## src/rtl/iq_mag_sq.sv

```systemverilog
// Squared magnitude I^2+Q^2 of signed I/Q samples: 3-stage stall-able valid/ready pipeline.
// Define IQ_MAGSQ_PEAK_EN to add the running-peak tracker (peak_clr / peak_out).
module iq_mag_sq #(
    parameter int unsigned IQ_WIDTH   = 24,
    parameter int unsigned DATA_WIDTH = 2 * IQ_WIDTH
) (
    input  logic                  clk,
    input  logic                  reset,
    input  logic                  in_valid,
    output logic                  in_ready,
    input  logic [IQ_WIDTH-1:0]   i_in,
    input  logic [IQ_WIDTH-1:0]   q_in,
    output logic                  out_valid,
    input  logic                  out_ready,
`ifdef IQ_MAGSQ_PEAK_EN
    input  logic                  peak_clr,
    output logic [DATA_WIDTH-1:0] peak_out,
`endif
    output logic [DATA_WIDTH-1:0] data_out
);

    localparam int unsigned SqWidth = 2 * IQ_WIDTH - 1;

    logic                       adv;
    logic                       s0_valid_q, s1_valid_q, s2_valid_q;
    logic signed [IQ_WIDTH-1:0] s0_i_q, s0_q_q;
    logic signed [SqWidth-1:0]  i_ext, q_ext;
    logic [SqWidth-1:0]         ii_d, qq_d;
    logic [SqWidth-1:0]         s1_ii_q, s1_qq_q;
    logic [DATA_WIDTH-1:0]      sum_d;
    logic [DATA_WIDTH-1:0]      s2_sum_q;

    // Whole pipeline advances in lockstep; it only freezes when the output is held.
    assign adv       = !s2_valid_q | out_ready;
    assign in_ready  = adv;
    assign out_valid = s2_valid_q;
    assign data_out  = s2_sum_q;

    // Squares of a signed value fit in 2*IQ_WIDTH-1 unsigned bits, so the low bits are exact.
    always_comb begin
        i_ext = SqWidth'(s0_i_q);
        q_ext = SqWidth'(s0_q_q);
        ii_d  = $unsigned(i_ext * i_ext);
        qq_d  = $unsigned(q_ext * q_ext);
        sum_d = DATA_WIDTH'(s1_ii_q) + DATA_WIDTH'(s1_qq_q);
    end

    // Data registers only load behind a valid predecessor, so data_out holds across bubbles.
    always_ff @(posedge clk or negedge reset) begin
        if (!reset) begin
            s0_valid_q <= 1'b0;
            s1_valid_q <= 1'b0;
            s2_valid_q <= 1'b0;
            s0_i_q     <= '0;
            s0_q_q     <= '0;
            s1_ii_q    <= '0;
            s1_qq_q    <= '0;
            s2_sum_q   <= '0;
        end else if (adv) begin
            s0_valid_q <= in_valid;
            s1_valid_q <= s0_valid_q;
            s2_valid_q <= s1_valid_q;
            if (in_valid) begin
                s0_i_q <= i_in;
                s0_q_q <= q_in;
            end
            if (s0_valid_q) begin
                s1_ii_q <= ii_d;
                s1_qq_q <= qq_d;
            end
            if (s1_valid_q) begin
                s2_sum_q <= sum_d;
            end
        end
    end

`ifdef IQ_MAGSQ_PEAK_EN
    logic                  out_xfer;
    logic [DATA_WIDTH-1:0] peak_q;

    assign out_xfer = s2_valid_q & out_ready;
    assign peak_out = peak_q;

    // A clear coinciding with a transfer restarts the peak from that transfer's value.
    always_ff @(posedge clk or negedge reset) begin
        if (!reset) begin
            peak_q <= '0;
        end else if (peak_clr) begin
            peak_q <= out_xfer ? s2_sum_q : '0;
        end else if (out_xfer && (s2_sum_q > peak_q)) begin
            peak_q <= s2_sum_q;
        end
    end
`endif

endmodule

```

## config.mk

```make
export PLATFORM = sky130hd
export DESIGN_NAME = iq_mag_sq
export DESIGN_NICKNAME = d
export VERILOG_FILES = /design/src/rtl/iq_mag_sq.sv
export SDC_FILE = /design/constraint.sdc
export NUM_CORES = 2
export LEC_CHECK = 0
export CELL_PAD_IN_SITES_DETAIL_PLACEMENT = 2
export CELL_PAD_IN_SITES_GLOBAL_PLACEMENT = 2
export CORE_MARGIN = 1
export CORE_UTILIZATION = 25
export DETAILED_ROUTE_END_ITERATION = 6
export GPL_TIMING_DRIVEN = 0
export HOLD_SLACK_MARGIN = 0.06
export MAX_ROUTING_LAYER = met4
export PLACE_DENSITY = 0.55
export REMOVE_ABC_BUFFERS = 1
export SYNTH_ARGS = -nofsm -noshare
export SYNTH_HDL_FRONTEND = slang
export SYNTH_SLANG_ARGS = --single-unit
```

## constraint.sdc

```tcl
create_clock -name clk -period 7.9 [get_ports clk]
set_clock_uncertainty 0.05 [all_clocks]
set_input_delay 2.37 -clock clk [delete_from_list [all_inputs] [get_ports clk]]
set_output_delay 2.37 -clock clk [all_outputs]
set_load 0.01 [all_outputs]
```

; Word-level counts from Yosys, hierarchy flattened
; Cells that the tools add are included.
[op_classes]
bitwise = 1
add_sub_neg = 1
mul = 2
reduce_logical = 4
[op_table]
columns = operator, n
row1 = $mul A24 B24 Y47, 2
row2 = $add A47 B47 Y48, 1
row3 = $reduce_and A2 Y1, 3
row4 = $logic_not A1 Y1, 1
row5 = $or A1 B1 Y1, 1
[totals]
ff_bits = 193

; Depth between registers and ports, before layout
[depth]
depth_word = 3
mapped_depth = 28
depth_no_buf = 25

; Worst setup path after synthesis
; No wires, ideal clock.
[synth_timing]
kind = register -> register
startpoint = reg s0_i_q[23]
endpoint = reg s1_ii_q[45]
setup_slack_ns = 0.876
setup_ns = 0.069
period_less_slack_ns = 7.024
stages_incl_launch_ff = 24
arrival_ns = 6.905
required_time_ns = 7.781
cell_sequence = dfrtp_1 > clkbuf_1 > clkbuf_1 > nand2_1 > inv_1 > fa_1 > fa_1 > inv_1 > fa_1 > fa_1 > fa_1 > fa_1 > fa_1 > inv_1 > ha_1 > a21o_1 > a21o_1 > a221oi_1 > o21ai_0 > o21ai_0 > nor2b_1 > o21ai_2 > a311o_1 > nand3_1
[synth_between]
elab_chain_len = 1
[synth_rtl]
columns = element, line_no
row1 = "start, declared", 26  ; logic signed [IQ_WIDTH-1:0] s0_i_q, s0_q_q;
row2 = "start signal, assigned", 64  ; s0_i_q <= i_in;
row3 = $mul A24 B24 Y47, 43  ; ii_d = $unsigned(i_ext * i_ext);
row4 = "end signal, assigned", 68  ; s1_ii_q <= ii_d;
row5 = "end, declared", 29  ; logic [SqWidth-1:0] s1_ii_q, s1_qq_q;
; No other way between the ends.
; A chain may end at the register's enable or synchronous reset.

; Final worst setup path
; Same ends and word-level chain as after synthesis.

==> flow_summary_export.csv <==
group,metric,value,unit
timing,tns,0,ns
global_routing,grt_overflow,0,
timing,setup_viol,0,
synth,yosysWarnings,0,
synth,yosysMostFrequentCell,"inv_1",
routing,via_count,32100,
routing,routed_wl,144,mm
clock_tree,path_clk_slew,0.10,ns
cells_and_area,utilization,28.1,%
synth,synth_top_family_by_area,"adder cells",
synth,muxShareOfSynthArea,1.29,%
cells_and_area,fin_nets,6400,
synth,synthFlopType,"dfrtp_1",
cells_and_area,n_fill_cell,20700,
global_routing,grt_pass1_vias,38900,
routing,drt_iter0_markers,956,
synth,synth_fa_ha_area_share,56.0,%
global_routing,track_usage,16.4,%
synth,ys_ff_latch,191,
critical_path,r2r_slack,0.29,ns
timing,final-hold-violation-count,0,
synth,synth_edf_count,0,
cells_and_area,drive_above_1_share,5.15,%
timing,finalMaxSlewViolations,0,
hold_path,min_path_type,"flip-flop to flip-flop",
critical_path,cp-startpoint,"s0_i_q[23]",
placed_design,dp_slack,-1.53,ns
critical_path,crit_arrival,7.98,ns
timing,fin_ws,0.288,ns
clock_tree,cts.sinks,191,
placed_design,place.gp.congestion,0.779,
synth,synth_compound_area_share,6.98,%
critical_path,slowest_stage,"fa_2",
synth,synth_cells,4889,
global_routing,grt_pass1_wl,227,mm
clock_tree,cts_hold_repair.buffers,0,
synth,syn_area_per_cell,9.53,um^2
timing,max_slew.worst_pin.slew,0.922,ns
critical_path,cp_cell_sequence,"buf_12 -> nand2_1 -> inv_1 -> fa_2 -> fa_2 -> clkinvlp_4 -> fa_1 -> inv_1 -> fa_1 -> fa_1 -> fa_1 -> fa_1 -> ha_2 -> and4_4 -> nand2_2 -> or4_4 -> a211oi_4 -> buf_4 -> o21ai_0 -> nor2b_2 -> o21ai_4 -> a311o_1 -> nand3_1",
hold_path,min_path_cells,2,
critical_path,start_kind,"flip-flop",
synth,async_flop_share,100,%
critical_path,crit_type,"flip-flop to flip-flop",
placed_design,dp_hpwl,115,mm
clock_tree,clock_path_buffers,2,
placed_design,io_buffer_count,101,
global_routing,met3_usage,1.51,%
timing,finalCritPeriodShare,96.3,%
synth,synthDominantCellAreaShare,47.1,%
clock_tree,cts-root-buf,"clkbuf_16",
run_status,status,"finished clean",
placed_design,place_area,0.0505,mm^2
cells_and_area,fin_area,0.0521,mm^2
clock_tree,worstSkewPairLatency,0.56,ns
critical_path,r2r_start,"s0_i_q[23]",
clock_tree,cts_buffers,17,
routing,vias_per_cell,4.33,
global_routing,grt_use_met1,20.2,%
die,start_util,25.1,%
synth,synth_commonest_cells,"inv_1, fa_1, nand2_1",
die,die_area,0.188,mm^2
routing,drcViolationCount,0,
die,rows,158,
die,die_h,434,um
critical_path,critPathMaxFanout,23,
clock_tree,htreeDepth,4,
global_routing,grt.busiest_layer,"met2",
critical_path,cp_data_required_time,8.26,ns
clock_tree,cts_tree,"built",
global_routing,grt_antenna_before_repair,11,
routing,drt-pass1-iter-count,5,
routing,ant_nets,0,
synth,ys_types,69,
critical_path,reg2reg_depth,23,
die,ios,102,
timing,layout_min_cycle_time,7.61,ns
global_routing,grt_max_degree,99,
synth,synth_simple_gate_area_share,10.4,%
synth,yosysSeqAreaShare,10.3,%
synth,synth_area_leaders,"fa_1, inv_1, dfrtp_1, ha_1, nand2_1",
timing,slew_headroom,38.5,%
die,die_width,434,um
synth,syn_area,0.0466,mm^2
global_routing,use_met2,29.2,%
run,maxCapViolations,0,
critical_path,crit-reg2reg-capture,"s1_ii_q[45]",
critical_path,endpoint_kind,"flip-flop",
timing,fmax,131,MHz
cells_and_area,area_growth,11.9,%
synth,synthXorXnorAreaFrac,2.76,%
critical_path,critPathMaxStageDelay,0.66,ns
routing,wl_per_cell,19.4,um
synth,yosys.area.top_type,"fa_1",
critical_path,endpoint,"s1_ii_q[45]",
die,core,0.185,mm^2
critical_path,path_common_cell,"fa_1",
[cells in the final DEF, fill, tap and decap left out, types with 88 or more instances in the layout]
master           synthesis  final
clkdlybuf4s50_1          0    100
a21oi_1                106    105
ha_1                   331    327
and2_1                 204    203
o21ai_0                155    154
nand2_1                562    557
xnor2_1                 88     88
dfrtp_1                191    143
inv_1                 1368   1363
fa_1                  1096   1088
[cell type report]
cell class | count | area [um^2] | area share, %
clock inverter | 15 | 214 | 0.411
tap | 2480 | 3100 | 5.95
sequential | 191 | 4950 | 9.50
timing repair buffer | 169 | 1990 | 3.82
clock buffer | 17 | 425 | 0.816
multi-input combinational | 3174 | 36300 | 69.6
inverter | 1368 | 5150 | 9.89
antenna | 3 | 7.51 | 0.0144
[how the worst min path moves through the flow]
stage,to,from,slack (ns)
after floorplan,s1_qq_q[3],s1_qq_q[3],0.40
after global placement,data_out[1],data_out[1],0.41
after detailed placement,data_out[1],data_out[1],0.42
after CTS,data_out[1],data_out[1],0.44
after global routing,data_out[1],data_out[1],0.47
final,data_out[1],data_out[1],0.44
[kinds of logic after synthesis]
| group | Yosys count |
|---|---|
| XOR/XNOR | 147 |
| AND/OR/NAND/NOR | 1038 |
| adder cells (fa/ha/maj) | 1427 |
| multiplexers | 54 |
| buffers and inverters | 1524 |
| flip-flops | 191 |
| AO/OA/AOI/OAI | 508 |
[critical path, delay by kind of cell (launching register included)]
family	cells	cell delay, ns
AO/OA/AOI/OAI	4	0.73
adder cells (fa/ha/maj)	8	4.17
buffers and inverters	5	0.74
flip-flops	1	0.52
AND/OR/NAND/NOR	6	1.22
[sequential cells by signal (all words and copies together), names as in the netlist]
name        flops
s0_valid_q      1
data_out       48
s0_q_q         24
s0_i_q         24
s1_valid_q      1
out_valid       1
s1_qq_q        46
s1_ii_q        46
[timing repair]
item / in CTS / in global routing
gates resized for setup: 71 / 47
pin swaps: 4 / 6
buffers inserted: 28 / 28
setup endpoints to repair: 46 / 29
[through the flow]
| stage | hold slack (ns) | cells |
|---|---|---|
| after floorplan | 0.400 | 4733 |
| after global placement | 0.412 | 7314 |
| after detailed placement | 0.422 | 7326 |
| after CTS | 0.445 | 7386 |
| after global routing | 0.470 | 7415 |
| final | 0.436 | 7417 |
[per-layer routing]
metal	wire length, um	vias to the layer above
met3	2910	98
met5	0	-
met2	74500	257
met1	63300	17200
li1	-	14500
met4	2940	0
Power is left out: the tool's default activity adds up to more than one toggle a clock period on the data nets, which glitch-free logic cannot reach.
